## config.mk

```make
export PLATFORM = sky130hd
export DESIGN_NAME = alu_operand_stage
export DESIGN_NICKNAME = d
export VERILOG_FILES = /design/src/rtl/alu_operand_stage.sv
export SDC_FILE = /design/constraint.sdc
export NUM_CORES = 1
export LEC_CHECK = 0
export CORE_AREA = 2 2 267 269
export CTS_CLUSTER_DIAMETER = 120
export DETAILED_ROUTE_END_ITERATION = 10
export DIE_AREA = 0 0 269 271
export GPL_TIMING_DRIVEN = 1
export PLACE_DENSITY = 0.52
export SLEW_MARGIN = 20
export SYNTH_ARGS = -nofsm -noshare
export SYNTH_HDL_FRONTEND = slang
export SYNTH_SLANG_ARGS = --single-unit
export TNS_END_PERCENT = 20
```

## constraint.sdc

```tcl
create_clock -name in_clk -period 15.56 [get_ports in_clk]
set_clock_uncertainty 0.15 [all_clocks]
set_input_delay 3.112 -clock in_clk [delete_from_list [all_inputs] [get_ports in_clk]]
set_output_delay 3.112 -clock in_clk [all_outputs]
set_load 0.005 [all_outputs]
```

## src/rtl/alu_operand_stage.sv

```systemverilog
// alu_operand_stage: ID/EX pipeline register with operand forwarding feeding the 64-bit ALU
module alu_operand_stage #(
  parameter int DATA_WIDTH = 64,
  parameter int REG_ADDR_WIDTH = 5
) (
  input  logic                      in_clk,
  input  logic                      in_rst,
  input  logic                      in_valid,
  output logic                      out_ready,
  input  logic                      in_ex_ready,
  input  logic                      in_flush,
  input  logic [DATA_WIDTH-1:0]     in_pc,
  input  logic [DATA_WIDTH-1:0]     in_rs1_data,
  input  logic [DATA_WIDTH-1:0]     in_rs2_data,
  input  logic [DATA_WIDTH-1:0]     in_imm,
  input  logic [REG_ADDR_WIDTH-1:0] in_rs1_addr,
  input  logic [REG_ADDR_WIDTH-1:0] in_rs2_addr,
  input  logic [REG_ADDR_WIDTH-1:0] in_rd_addr,
  input  logic [3:0]                in_ALU_Op,
  input  logic [1:0]                in_fmt,
  input  logic                      in_sub_aShift_ctrl,
  input  logic                      in_src_a_sel,
  input  logic                      in_src_b_sel,
  input  logic                      in_reg_write,
  input  logic                      in_exmem_reg_write,
  input  logic                      in_memwb_reg_write,
  input  logic [REG_ADDR_WIDTH-1:0] in_exmem_rd_addr,
  input  logic [REG_ADDR_WIDTH-1:0] in_memwb_rd_addr,
  input  logic [DATA_WIDTH-1:0]     in_exmem_data,
  input  logic [DATA_WIDTH-1:0]     in_memwb_data,
  output logic                      out_valid,
  output logic [DATA_WIDTH-1:0]     out_rs1,
  output logic [DATA_WIDTH-1:0]     out_rs2,
  output logic [DATA_WIDTH-1:0]     out_store_data,
  output logic [3:0]                out_ALU_Op,
  output logic [1:0]                out_fmt,
  output logic                      out_sub_aShift_ctrl,
  output logic [REG_ADDR_WIDTH-1:0] out_rd_addr,
  output logic                      out_reg_write,
  output logic [DATA_WIDTH-1:0]     out_pc
);
  logic valid_q, sub_q, sa_q, sb_q, rw_q, capture, refresh;
  logic [DATA_WIDTH-1:0] pc_q, rs1_q, rs2_q, imm_q, fwd_rs1, fwd_rs2;
  logic [REG_ADDR_WIDTH-1:0] rs1_addr_q, rs2_addr_q, rd_q;
  logic [3:0] op_q;
  logic [1:0] fmt_q;
  assign out_ready = !valid_q || in_ex_ready;
  assign capture = in_valid && out_ready && !in_flush;
  assign refresh = valid_q && !capture && in_memwb_reg_write && in_memwb_rd_addr != '0;
  // Forward the youngest in-flight producer; x0 always reads its held value
  always_comb begin
    fwd_rs1 = (rs1_addr_q != '0 && in_exmem_reg_write && in_exmem_rd_addr == rs1_addr_q) ? in_exmem_data :
              (rs1_addr_q != '0 && in_memwb_reg_write && in_memwb_rd_addr == rs1_addr_q) ? in_memwb_data : rs1_q;
    fwd_rs2 = (rs2_addr_q != '0 && in_exmem_reg_write && in_exmem_rd_addr == rs2_addr_q) ? in_exmem_data :
              (rs2_addr_q != '0 && in_memwb_reg_write && in_memwb_rd_addr == rs2_addr_q) ? in_memwb_data : rs2_q;
  end
  // Valid bit: flush wins, then capture, then drain to downstream
  always_ff @(posedge in_clk or posedge in_rst) begin
    if (in_rst) valid_q <= 1'b0;
    else valid_q <= in_flush ? 1'b0 : capture ? 1'b1 : (valid_q && in_ex_ready) ? 1'b0 : valid_q;
  end
  // Payload: load on capture, otherwise hold while absorbing MEM/WB writebacks to held sources
  always_ff @(posedge in_clk or posedge in_rst) begin
    if (in_rst) begin
      pc_q <= '0;
      rs1_q <= '0;
      rs2_q <= '0;
      imm_q <= '0;
      rs1_addr_q <= '0;
      rs2_addr_q <= '0;
      rd_q <= '0;
      op_q <= '0;
      fmt_q <= '0;
      sub_q <= 1'b0;
      sa_q <= 1'b0;
      sb_q <= 1'b0;
      rw_q <= 1'b0;
    end else if (capture) begin
      pc_q <= in_pc;
      rs1_q <= in_rs1_data;
      rs2_q <= in_rs2_data;
      imm_q <= in_imm;
      rs1_addr_q <= in_rs1_addr;
      rs2_addr_q <= in_rs2_addr;
      rd_q <= in_rd_addr;
      op_q <= in_ALU_Op;
      fmt_q <= in_fmt;
      sub_q <= in_sub_aShift_ctrl;
      sa_q <= in_src_a_sel;
      sb_q <= in_src_b_sel;
      rw_q <= in_reg_write;
    end else if (refresh) begin
      if (in_memwb_rd_addr == rs1_addr_q) rs1_q <= in_memwb_data;
      if (in_memwb_rd_addr == rs2_addr_q) rs2_q <= in_memwb_data;
    end
  end
  assign out_valid = valid_q;
  assign out_rs1 = sa_q ? pc_q : fwd_rs1;
  assign out_rs2 = sb_q ? imm_q : fwd_rs2;
  assign out_store_data = fwd_rs2;
  assign out_ALU_Op = op_q;
  assign out_fmt = fmt_q;
  assign out_sub_aShift_ctrl = sub_q;
  assign out_rd_addr = rd_q;
  assign out_reg_write = rw_q && valid_q;
  assign out_pc = pc_q;
endmodule

```

==> flow_metrics.tcl <==
set metrics [dict create \
    status "complete, no violations" \
    initial_core_util 0.2256 \
    overflow 0 \
    placed_cells 3222 \
    clockBufferDepth 3 \
    io_pins 697 \
    via_count 16000 \
    routabilityCongestion 0.9075 \
    ys_async_sr_fraction 1.000 \
    internal-power_mw 1.958 \
    p_seq_frac 0.333 \
    cp.arrival_ps 6750 \
    holdBufCountCts 0 \
    synth_area_sq_um 15750 \
    rows 97 \
    clkLatencyLatePin_ps 540 \
    cts_setup_buffers 0 \
    clock_power_share 0.327 \
    vdd_drop_max_mv 0.06433 \
    grt_util_all_layers 0.2043 \
    cts-resized-gates 0 \
    cp-start-kind "input pin" \
    totalNegativeSetupSlack_ps 0 \
    synth-seq-cells 282 \
    grt_max_degree 169 \
    synthFlopType "dfrtp_1" \
    grt_pass1_vias 16820 \
    setup_ws_ps 5547 \
    cts_made_buffers 38 \
    max_stage_delay_ps 700 \
    crit_fanout 33 \
    yosysSeqAreaShare 0.4482 \
    worst_pin_slew_ps 1111 \
    synth_top_area_cell "dfrtp_1" \
    area_growth_pct 57.82 \
    stdcell_area_sq_um 24850 \
    cellPowerDensity_nw_per_um2 113.5 \
    setup-violations-final 0 \
    vias_per_cell 4.860 \
    fin_crit_ps 10010 \
    fp.coreArea_sq_um 69790 \
    total_power_mw 2.822 \
    antenna_found_initial 9 \
    path_buf_inv 4 \
    cts.reportedPaths.clkPinSlew_ps 50 \
    final_util 0.3561 \
    power_frac_comb 0.340 \
    ant_nets 0 \
    path_cells "clkdlybuf4s50_1, xnor2_1, nand4_1, nor4b_2, buf_4, buf_4, mux2i_1, a222oi_1, clkdlybuf4s50_1" \
    yosysUniqueCellTypes 42 \
    io_buffers 696 \
    drive_gt1_frac 0.08610 \
    end_kind "primary output" \
    hold_violations 0 \
    slew_headroom 0.2591 \
    ys_top_cells_by_count "306 x nand2_1, 282 x dfrtp_1, 132 x o21ai_0" \
    drt_pass1_iterations 10 \
    critPathKind "input pin to primary output" \
    synth_top_area_frac 0.4482 \
    crit_family "buffers and inverters" \
    preCtsSetupSlack_ps 5540 \
    fin_cells 3292 \
    hold_slack_ps 342.5 \
    wl_um 77150 \
    synth-edff-count 0 \
    drc 0 \
    drt_iter0_drc 1157 \
    cp.required_ps 12300 \
    p_sw_frac 0.3060 \
    syn_avg_cell_area_sq_um 9.252 \
    cts.sinks 282 \
    power_leakage_nw 9.833 \
    synth_fp_nets 2128 \
    grt_pass1_wl_um 112000 \
    max_freq_mhz 99.87 \
    cts_tree "done" \
    layout.nets 2748 \
    rsz0062_at_grt "false" \
    die_h_um 271 \
    slowest_stage "buf_4" \
    clock-root-buffer "clkbuf_16" \
    hpwl_um 53030 \
    hold_class "flip-flop to flip-flop" \
    finalCritPeriodShare 0.6435 \
    ys_warn_count 0 \
    postSynthCellCount 1702 \
    drt-wirelength-per-cell_um 23.44 \
    place_area_sq_um 23560 \
    switching_power_uw 863.5 \
    htree_levels 2 \
    synth_most_common_cell "nand2_1" \
    maxCapViolations 0 \
    synthTopCellsByArea "dfrtp_1 45%, mux2i_1 8.1%, mux2_2 7.4%" \
    slew_violations 0 \
    dieWidth_um 269 \
    die-area_sq_um 72900 \
]
-- power by group through the flow --
| stage | clock (mW) | sequential (mW) | combinational [mW] |
|---|---|---|---|
| after global placement | 0 | 0.947 | 0.960 |
| final | 0.924 | 0.939 | 0.959 |
| after floorplan | 0 | 0.916 | 0.395 |
| after CTS | 0.950 | 0.938 | 0.970 |
| after detailed placement | 0 | 0.949 | 0.964 |
| after global routing | 0.979 | 0.953 | 1.03 |
-- registers in the layout, summed over array words and instances, names as in the netlist, 4 cells and up --
| register | flops |
|---|---|
| imm_q | 64 |
| out_ALU_Op | 4 |
| out_pc | 64 |
| out_rd_addr | 5 |
| rs1_addr_q | 5 |
| rs1_q | 64 |
| rs2_addr_q | 5 |
| rs2_q | 64 |
-- layout by cell type, fill, tap and decap left out, types with 2 or more instances in the layout --
cell,instances
bufinv_16,4
buf_4,22
clkdlybuf4s50_1,696
or4_4,2
xnor2_1,13
clkbuf_8,9
o21ai_1,10
clkbuf_1,8
nor3_1,15
dfrtp_4,2
a21boi_1,49
a222oi_1,64
o21ai_0,132
dfrtp_1,280
inv_1,129
xor2_1,8
a22oi_1,64
a211oi_1,50
mux2_2,103
nand2_1,306
nor3b_2,2
nand3_1,14
o211ai_4,2
mux2i_1,128
diode_2,6
clkbuf_16,39
o31ai_1,50
nor2_1,104
nand4_1,3
a31oi_1,14
clkinv_2,2
buf_12,2
nor2_4,3
-- tightest hold or removal path, delay by kind of cell (launching register included) --
kind             cells  cell delay (ps)
flip-flops           1              330
AND/OR/NAND/NOR      1               60
AO/OA/AOI/OAI        1               60
-- cell type report --
class / count / area [sq um]
fill: 7143 / 44930
multi-input combinational: 1150 / 7651
timing repair buffer: 720 / 7172
sequential: 282 / 7064
tap: 940 / 1176
clock buffer: 56 / 1130
inverter: 130 / 495.5
clock inverter: 8 / 147.6
antenna: 6 / 15.01
-- layer usage --
metal  vias up  part of all wire  wire [um]  track usage
met5         -           0.00065         50            0
met4         8             0.032       2497      0.07237
met3       116             0.076       5893      0.04933
met2       704              0.51      39050       0.3654
met1      7874              0.38      29660       0.2344
li1       7297                 -          -            -
-- final timing paths --
path                                  startpoint                      to  slack [ps]  depth (start not counted)
setup / recovery             in_memwb_rd_addr[1]              out_rs1[7]        5550                          9
setup reg to reg           out_valid$_DFFE_PP0P_   imm_q[24]$_DFFE_PP0N_       11670                          6
max in group asynchronous                 in_rst        sb_q$_DFFE_PP0N_       10780                          3
hold reg to reg            rs2_q[27]$_DFFE_PP0P_   rs2_q[27]$_DFFE_PP0P_         340                          2
hold / removal             rs2_q[27]$_DFFE_PP0P_   rs2_q[27]$_DFFE_PP0P_         340                          2
min in group asynchronous                 in_rst  out_fmt[0]$_DFFE_PP0N_        2860                          2
-- cell families after synthesis --
family,count (synthesis),share of synthesized area
buffers and inverters,270,0.07040
AOI/OAI and AO/OA,439,0.1976
xor gates and xnor gates,21,0.01168
and+or+nand+nor,459,0.1171
DFF,282,0.4482
muxes,231,0.1550
No activity file was read; power rests on OpenSTA's default activity.
